$ cat config.mk
export PLATFORM = sky130hd
export DESIGN_NAME = grid_result_streamer
export DESIGN_NICKNAME = d
export VERILOG_FILES = /design/src/rtl/grid_result_streamer.sv
export SDC_FILE = /design/constraint.sdc
export NUM_CORES = 2
export LEC_CHECK = 0
export ABC_AREA = 0
export BUFFER_PORTS_ARGS = -buffer_cell sky130_fd_sc_hd__buf_2
export CELL_PAD_IN_SITES_DETAIL_PLACEMENT = 1
export CELL_PAD_IN_SITES_GLOBAL_PLACEMENT = 1
export CORE_ASPECT_RATIO = 0.9
export CORE_MARGIN = 8
export CORE_UTILIZATION = 40
export DETAILED_ROUTE_END_ITERATION = 12
export GPL_TIMING_DRIVEN = 0
export HOLD_SLACK_MARGIN = 0.08
export PLACE_DENSITY_LB_ADDON = 0.1
export SYNTH_ARGS = -nofsm -noshare
export SYNTH_HDL_FRONTEND = slang
export SYNTH_SLANG_ARGS = --single-unit
export TNS_END_PERCENT = 100
$ cat constraint.sdc
create_clock -name clock -period 19.3 [get_ports clock]
set_input_delay 0 -clock clock [delete_from_list [all_inputs] [get_ports clock]]
set_output_delay 0 -clock clock [all_outputs]
set_load 0.05 [all_outputs]
$ cat src/rtl/grid_result_streamer.sv
// Snapshots a completed sudoku grid and streams it one cell per valid/ready
// handshake in row-major order, followed by a single solved/unsolved status pulse.
module grid_result_streamer #(
    parameter  int GRID_ORD  = 3,
    localparam int GRID_LEN  = GRID_ORD * GRID_ORD,
    localparam int GRID_AREA = GRID_LEN * GRID_LEN,
    localparam int IDXW      = $clog2(GRID_AREA),
    localparam int DIGW      = $clog2(GRID_LEN + 1)
) (
    input  logic                          clock,
    input  logic                          reset,
    input  logic                          done_success,
    input  logic                          done_failure,
    input  logic [GRID_AREA*GRID_LEN-1:0] values,
    input  logic                          clear,
    output logic                          out_valid,
    input  logic                          out_ready,
    output logic [IDXW-1:0]               out_index,
    output logic [DIGW-1:0]               out_digit,
    output logic                          out_error,
    output logic                          out_last,
    output logic                          status_valid,
    output logic                          status_solved,
    output logic                          busy
);

    typedef enum logic [1:0] {IDLE, CAPTURE, STREAM, DONE} state_t;

    localparam logic [IDXW-1:0] LAST_IDX = IDXW'(GRID_AREA - 1);

    state_t                        state;
    state_t                        state_next;
    logic [GRID_AREA*GRID_LEN-1:0] snapshot;
    logic [IDXW-1:0]               counter;
    logic [IDXW-1:0]               counter_next;
    logic [IDXW-1:0]               cell_sel;
    logic                          snap_load;
    logic                          cell_load;
    logic                          valid_next;
    logic                          status_valid_next;
    logic                          status_solved_next;
    logic [GRID_LEN-1:0]           cell_bits;
    logic [DIGW-1:0]               hot_count;
    logic [DIGW-1:0]               enc_digit;
    logic                          enc_error;
    logic                          handshake;

    assign handshake = out_valid && out_ready;

    always_ff @(posedge clock or posedge reset) begin
        if (reset) begin
            state <= IDLE;
        end else begin
            state <= state_next;
        end
    end

    // Failure outranks success in IDLE; done_* and clear are only heard in their own states.
    always_comb begin
        state_next = state;
        unique case (state)
            IDLE: begin
                if (done_failure) begin
                    state_next = DONE;
                end else if (done_success) begin
                    state_next = CAPTURE;
                end
            end
            CAPTURE: state_next = STREAM;
            STREAM: begin
                if (handshake && out_last) begin
                    state_next = DONE;
                end
            end
            DONE: begin
                if (clear) begin
                    state_next = IDLE;
                end
            end
            default: state_next = IDLE;
        endcase
    end

    always_comb begin
        snap_load          = 1'b0;
        cell_load          = 1'b0;
        cell_sel           = counter;
        counter_next       = counter;
        valid_next         = 1'b0;
        status_valid_next  = 1'b0;
        status_solved_next = 1'b0;
        busy               = 1'b0;
        unique case (state)
            IDLE: begin
                if (done_failure) begin
                    status_valid_next = 1'b1;
                end else if (done_success) begin
                    snap_load = 1'b1;
                end
            end
            CAPTURE: begin
                busy         = 1'b1;
                counter_next = '0;
                cell_sel     = '0;
                cell_load    = 1'b1;
                valid_next   = 1'b1;
            end
            STREAM: begin
                busy       = 1'b1;
                valid_next = 1'b1;
                if (handshake) begin
                    if (out_last) begin
                        valid_next         = 1'b0;
                        status_valid_next  = 1'b1;
                        status_solved_next = 1'b1;
                    end else begin
                        counter_next = counter + 1'b1;
                        cell_sel     = counter + 1'b1;
                        cell_load    = 1'b1;
                    end
                end
            end
            DONE: begin
                if (clear) begin
                    counter_next = '0;
                end
            end
            default: ;
        endcase
    end

    // Anything other than exactly one hot bit encodes as digit 0 with the error flag.
    always_comb begin
        cell_bits = snapshot[int'(cell_sel) * GRID_LEN +: GRID_LEN];
        hot_count = '0;
        enc_digit = '0;
        for (int k = 0; k < GRID_LEN; k++) begin
            if (cell_bits[k]) begin
                hot_count = hot_count + 1'b1;
                enc_digit = DIGW'(k + 1);
            end
        end
        enc_error = (hot_count != DIGW'(1));
        if (enc_error) begin
            enc_digit = '0;
        end
    end

    always_ff @(posedge clock or posedge reset) begin
        if (reset) begin
            snapshot      <= '0;
            counter       <= '0;
            out_valid     <= 1'b0;
            out_index     <= '0;
            out_digit     <= '0;
            out_error     <= 1'b0;
            out_last      <= 1'b0;
            status_valid  <= 1'b0;
            status_solved <= 1'b0;
        end else begin
            if (snap_load) begin
                snapshot <= values;
            end
            counter       <= counter_next;
            out_valid     <= valid_next;
            status_valid  <= status_valid_next;
            status_solved <= status_solved_next;
            if (cell_load) begin
                out_index <= cell_sel;
                out_digit <= enc_digit;
                out_error <= enc_error;
                out_last  <= (cell_sel == LAST_IDX);
            end
        end
    end

endmodule

# Word level (Yosys, flattened, before mapping)
# Cells that the tools add are included.
[totals]
output_inout_bits = 17
register_bits = 754
input_bits = 735
wordCells = 78
[classes]
reduce_logical = 7
n_eq_ne = 8
addsub = 9
n_shift = 1
muxes = 42
multipliers = 1
[op_table]
columns = ["cell", "n"]
rows = [
  ["$shiftx A729 B12 Y9", 1],
  ["$mux W4", 17],
  ["$add A4 B1 Y4 const B", 8],
  ["$mux W7", 3],
  ["$pmux W7 S3", 1],
  ["$pmux W7 S2", 1],
  ["$mux W1", 12],
  ["$mul A7 B4 Y11 const B", 1],
  ["$mux W2", 4],
  ["$pmux W2 S4", 1],
  ["$add A7 B1 Y7 const B", 1],
  ["$eq A7 B7 Y1 const B", 1],
  ["$pmux W1 S2", 3],
  ["$eq A2 B2 Y1 const B", 2],
  ["$ne A2 B2 Y1 const B", 2],
  ["$ne A4 B1 Y1 const B", 1],
  ["$ne A3 B3 Y1 const B", 1],
  ["$reduce_and A3 Y1", 1],
  ["$reduce_bool A3 Y1", 1],
  ["$eq A2 B1 Y1 const B", 1],
  ["$logic_and A1 B1 Y1", 2],
  ["$logic_not A2 Y1", 1],
  ["$reduce_and A2 Y1", 1],
  ["$reduce_or A2 Y1", 1],
]

# Longest topological paths before layout
[logic_depth]
depth_word = 25
depth_mapped = 51
mapped_depth_nobuf = 41

# Worst setup path before layout
# Ideal clock, no wire load.
[synth_timing]
kind = "reg-to-reg"
start = "register state[1]"
end = "register out_error"
t_arrival_ns = 9.781
t_required_ns = 19.180
period_less_slack_ns = 9.901
path_slack_ns = 9.399
stages_incl_launch_ff = 46
setup_ns = 0.120
n_path_buf = 10
path_cell_list = "dfrtp_1 -> inv_1 -> ha_1 -> and4b_2 -> a221o_2 -> buf_6 -> buf_4 -> buf_4 -> buf_2 -> buf_2 -> buf_2 -> buf_2 -> buf_1 -> clkbuf_1 -> buf_1 -> nand2_1 -> a311oi_1 -> a311oi_1 -> (+10 left out) -> a21o_1 -> ha_1 -> o21a_1 -> ha_1 -> and2_1 -> a41o_1 -> ha_1 -> mux2i_1 -> nand2_1 -> ha_1 -> mux2_2 -> ha_1 -> nor3_1 -> a32oi_1 -> mux2i_1 -> nand4_1 -> mux2_2 -> a31o_1"
[synth_between]
elab_chain_cells = 22
elab_cells_between_ends = 24
classes_between = "add/sub (8); mul (1); eq/ne (3); shift (1); mux (11)"
[synth_rtl]
columns = ["element", "line", "rtl"]
rows = [
  ["start: declaration", "31", "state_t state;"],
  ["start signal: assignment", "54", "state <= state_next;"],
  ["$eq A2 B2 Y1 or $eq A2 B1 Y1 (tied branches)", "93", "unique case (state)"],
  ["$pmux W7 S2", "93", ""],
  ["$mul A7 B4 Y11", "134", "cell_bits = snapshot[int'(cell_sel) * GRID_LEN +: GRID_LEN];"],
  ["$shiftx A729 B12 Y9", "134", ""],
  ["$mux W1", "138", "if (cell_bits[k]) begin"],
  ["$add A4 B1 Y4", "139", "hot_count = hot_count + 1'b1;"],
  ["$mux W4", "138", ""],
  ["$add A4 B1 Y4", "139", ""],
  ["(+6 left out)", "--", ""],
  ["$mux W4", "138", ""],
  ["$add A4 B1 Y4", "139", ""],
  ["$mux W4", "138", ""],
  ["$add A4 B1 Y4", "139", ""],
  ["$mux W4", "138", ""],
  ["$add A4 B1 Y4", "139", ""],
  ["$mux W4", "138", ""],
  ["$ne A4 B1 Y1", "143", "enc_error = (hot_count != DIGW'(1));"],
  ["end signal: assignment", "171", "out_error <= enc_error;"],
  ["end: declaration", "20", "output logic out_error,"],
]
# Several ways; a longest one is shown, not always the timed one.
# A chain may end at the register's enable or synchronous reset.

# Worst setup path after layout
[layout_timing]
start = "register state[0]"
end = "register out_error"
# The elaborated chain is that of the path after synthesis.

==> out/results.ini <==
[route]
drt_drc_violations_left = 0
drt-pass1-iter-count = 5
ant_nets = 0
post_drt_wl_per_cell_microns = 36.7
vias = 37258
wl_microns = 225000
vias_per_cell = 6.08
drt_iter0_markers = 3780

[critical_path]
cpMostUsedCell = ha_1
regToRegStartpoint = state[0]$_DFFE_PP0P_
cp.arrival_ns = 15.38
crit_required_ns = 19.85
crit_path_start_kind = register
max_stage_delay_ns = 0.95
crit_type = register to register
slowest_stage = o21ai_0
crit_path_end_kind = register
startpoint = state[0]$_DFFE_PP0P_
crit_fanout = 10

[global_route]
grt_overflow = 0
antenna_found_initial = 63
grt_pass1_wl_microns = 307000
grtUsageTotal_pct = 42.8
grt_pass1_vias = 40755
grt_max_degree = 41

[power_and_ir_drop]
vdd_drop_max_v = 0.000179
p_int_mw = 4.48
p_leak_nw = 25.6
total_power_mw = 8.25
power_frac_clock_pct = 21.7
cellPowerDensity_mw_per_mm2 = 155
p_switching_mw = 3.76
netSwitchingFraction_pct = 45.6
seqPwrFrac_pct = 26.9
p_comb_share_pct = 51.4

[logic_synthesis]
synth_warnings = 0
syn_area_sq_mm = 0.0367
syn-num-nets = 3903
synth_top_family_by_area = multiplexers
syn_inst = 3153
avgSynthCellArea_sq_um = 11.6
synthFlopType = dfrtp_1
synth.distinct_cells = 100
yosysSeqAreaShare_pct = 51.5
synth-edff-count = 0
yosys.area_share.simple_pct = 11.4
muxShareOfSynthArea_pct = 25.8
yosys_register_bits = 754
synthArstFlopShare_pct = 100
synth_compound_area_share_pct = 7.05
yosys.area_share.adder_pct = 0.512
synth_xor_area_share_pct = 0.655

[floorplanning]
io_pins = 752
num_rows = 105
die_x_microns = 335
coreArea_sq_mm = 0.0910
start_util_pct = 40.3
dieArea_sq_mm = 0.102
die_y_microns = 303

[final_layout]
synthToLayoutAreaGrowth_pct = 45.1
fillCellCount = 9694
drive_gt1_share_pct = 37.0
multiInputGateArea_sq_mm = 0.0167
seqCellArea_sq_mm = 0.0189
nets = 5523
utilization_pct = 58.4

[sta]
final.setup.tns_ns = 0
slew_viol_final = 103
holdWs_ns = 0.0849
rsz0062_at_grt = no
relSlewSlack_pct = -5.32
setup_viol = 0
period_share_pct = 76.8
hold_viol = 0
fmax_ghz = 0.0674
period_minus_slack_ns = 14.83
setup_slack_ns = 4.47
finClkSkew_ns = 0.0482
tightest_slew_ns = 1.58

[cts]
cts-root-buf = clkbuf_16
clock_latency_ns = 0.69
clock-sinks = 754
clk_pin_slew_ns = 0.07
cts_made_buffers = 84
tritoncts = yes
htreeDepth = 3
cts-resized-gates = 0
cts_buffer_depth = 3

[placed_design]
dp_slack_ns = 5.25
dp_hpwl_microns = 148000
portBuffers = 751
place.gp.congestion = 0.937

[outcome]
run_status = finished with violations
failed_checks = capacitance limit, slew limit

[job]
cap_violations = 13

[worst_hold_path]
hold_path.class = input port to register
holdCritStartpoint = values[689]

## worst max-delay path, delay by kind of cell (launching register included)
| family | cells | cell delay, ns |
|---|---|---|
| buffers and inverters | 12 | 4.78 |
| AOI/OAI and AO/OA | 14 | 4.52 |
| adders and majority gates | 8 | 2.72 |
| and+or+nand+nor | 6 | 1.16 |
| muxes | 4 | 1.06 |
| DFF | 1 | 0.41 |
## registers in the layout (all words and copies together) (netlist names)
signal	cells
status_valid	1
out_error	1
out_index	7
counter	7
snapshot	729
out_valid	1
out_digit	4
status_solved	1
state	2
out_last	1
## cells in the mapped netlist, types with 32 or more instances
library cell / n / area share (%)
buf_2: 59 / 0.81
o21ai_0: 57 / 0.78
clkbuf_1: 128 / 1.3
nand2_1: 487 / 5.0
a21oi_1: 47 / 0.64
mux2i_1: 103 / 2.8
a311oi_1: 32 / 0.76
a31oi_1: 35 / 0.60
dfrtp_1: 754 / 51
and3_1: 39 / 0.67
nor2_1: 46 / 0.47
mux2_2: 738 / 23
nand3_1: 229 / 3.1
## power by group through the flow
stage | clock, mW | sequential [mW] | combinational, mW
2_1_floorplan | 0 | 2.16 | 2.36
3_3_place_gp | 0 | 2.19 | 3.86
3_5_place_dp | 0 | 2.19 | 3.89
4_1_cts | 1.76 | 2.17 | 4.04
5_1_grt | 1.84 | 2.24 | 4.37
6_report | 1.79 | 2.22 | 4.24
## final timing paths
check / end / slack, ns / cells past startpoint
worst max-delay path: out_error$_DFFE_PP0P_ / 4.47 / 44
worst min-delay path: snapshot[689]$_DFFE_PP0P_ / 0.08 / 3
worst max register to register: out_error$_DFFE_PP0P_ / 4.47 / 44
worst min register to register: out_index[5]$_DFFE_PP0P_ / 0.48 / 2
max in group asynchronous: snapshot[46]$_DFFE_PP0P_ / 17.18 / 9
min in group asynchronous: snapshot[506]$_DFFE_PP0P_ / 0.47 / 4
## layer usage
metal  GRT usage, %  vias up  routed length, microns  part of all wire [%]
li1               -    14652                       -                     -
met2           69.2     2673                  104000                    46
met3           12.3     1048                   21000                   9.3
met5         0.0483        -                     149                 0.066
met1           48.0    18869                   78800                    35
met4           32.6       16                   20800                   9.2
## cells by family after synthesis
logic type	Yosys count
simple gates	907
buf+inv	254
xor+xnor	16
mux	848
flops	754
compound gates	359
fa+ha+maj	15
## cells in the final DEF, fill, tap and decap left out, types with 47 or more instances in the layout
cell / n
buf_2: 810
dfrtp_1: 754
dlygate4sd3_1: 753
mux2_2: 738
nand2_1: 487
nand3_1: 229
clkbuf_1: 138
mux2i_1: 103
clkbuf_16: 84
o21ai_0: 57
diode_2: 56
a21oi_1: 47
## final cells by class
cell class,count,area share (%)
antenna,56,0.263
multi-input combinational,2145,31.4
buffer,231,1.99
clock inverter,29,0.851
tap,1230,2.89
clock buffer,124,4.72
sequential,754,35.5
inverter,23,0.169
timing repair buffer,1534,22.3
## stage by stage
step,area (sq um),std cells
after floorplan,36700,3153
after global placement,42000,5134
after detailed placement,42500,5163
after CTS,53000,6069
after global routing,53200,6111
final,53200,6126
## repair_timing
| item | 4_1_cts | 5_1_grt |
|---|---|---|
| setup endpoints to repair | 0 | 0 |
| setup buffers | 0 | 0 |
| hold buffers | 753 | 0 |
| hold endpoints to repair | 1026 | 0 |
Note: power is estimated with default switching activity, not from simulation.
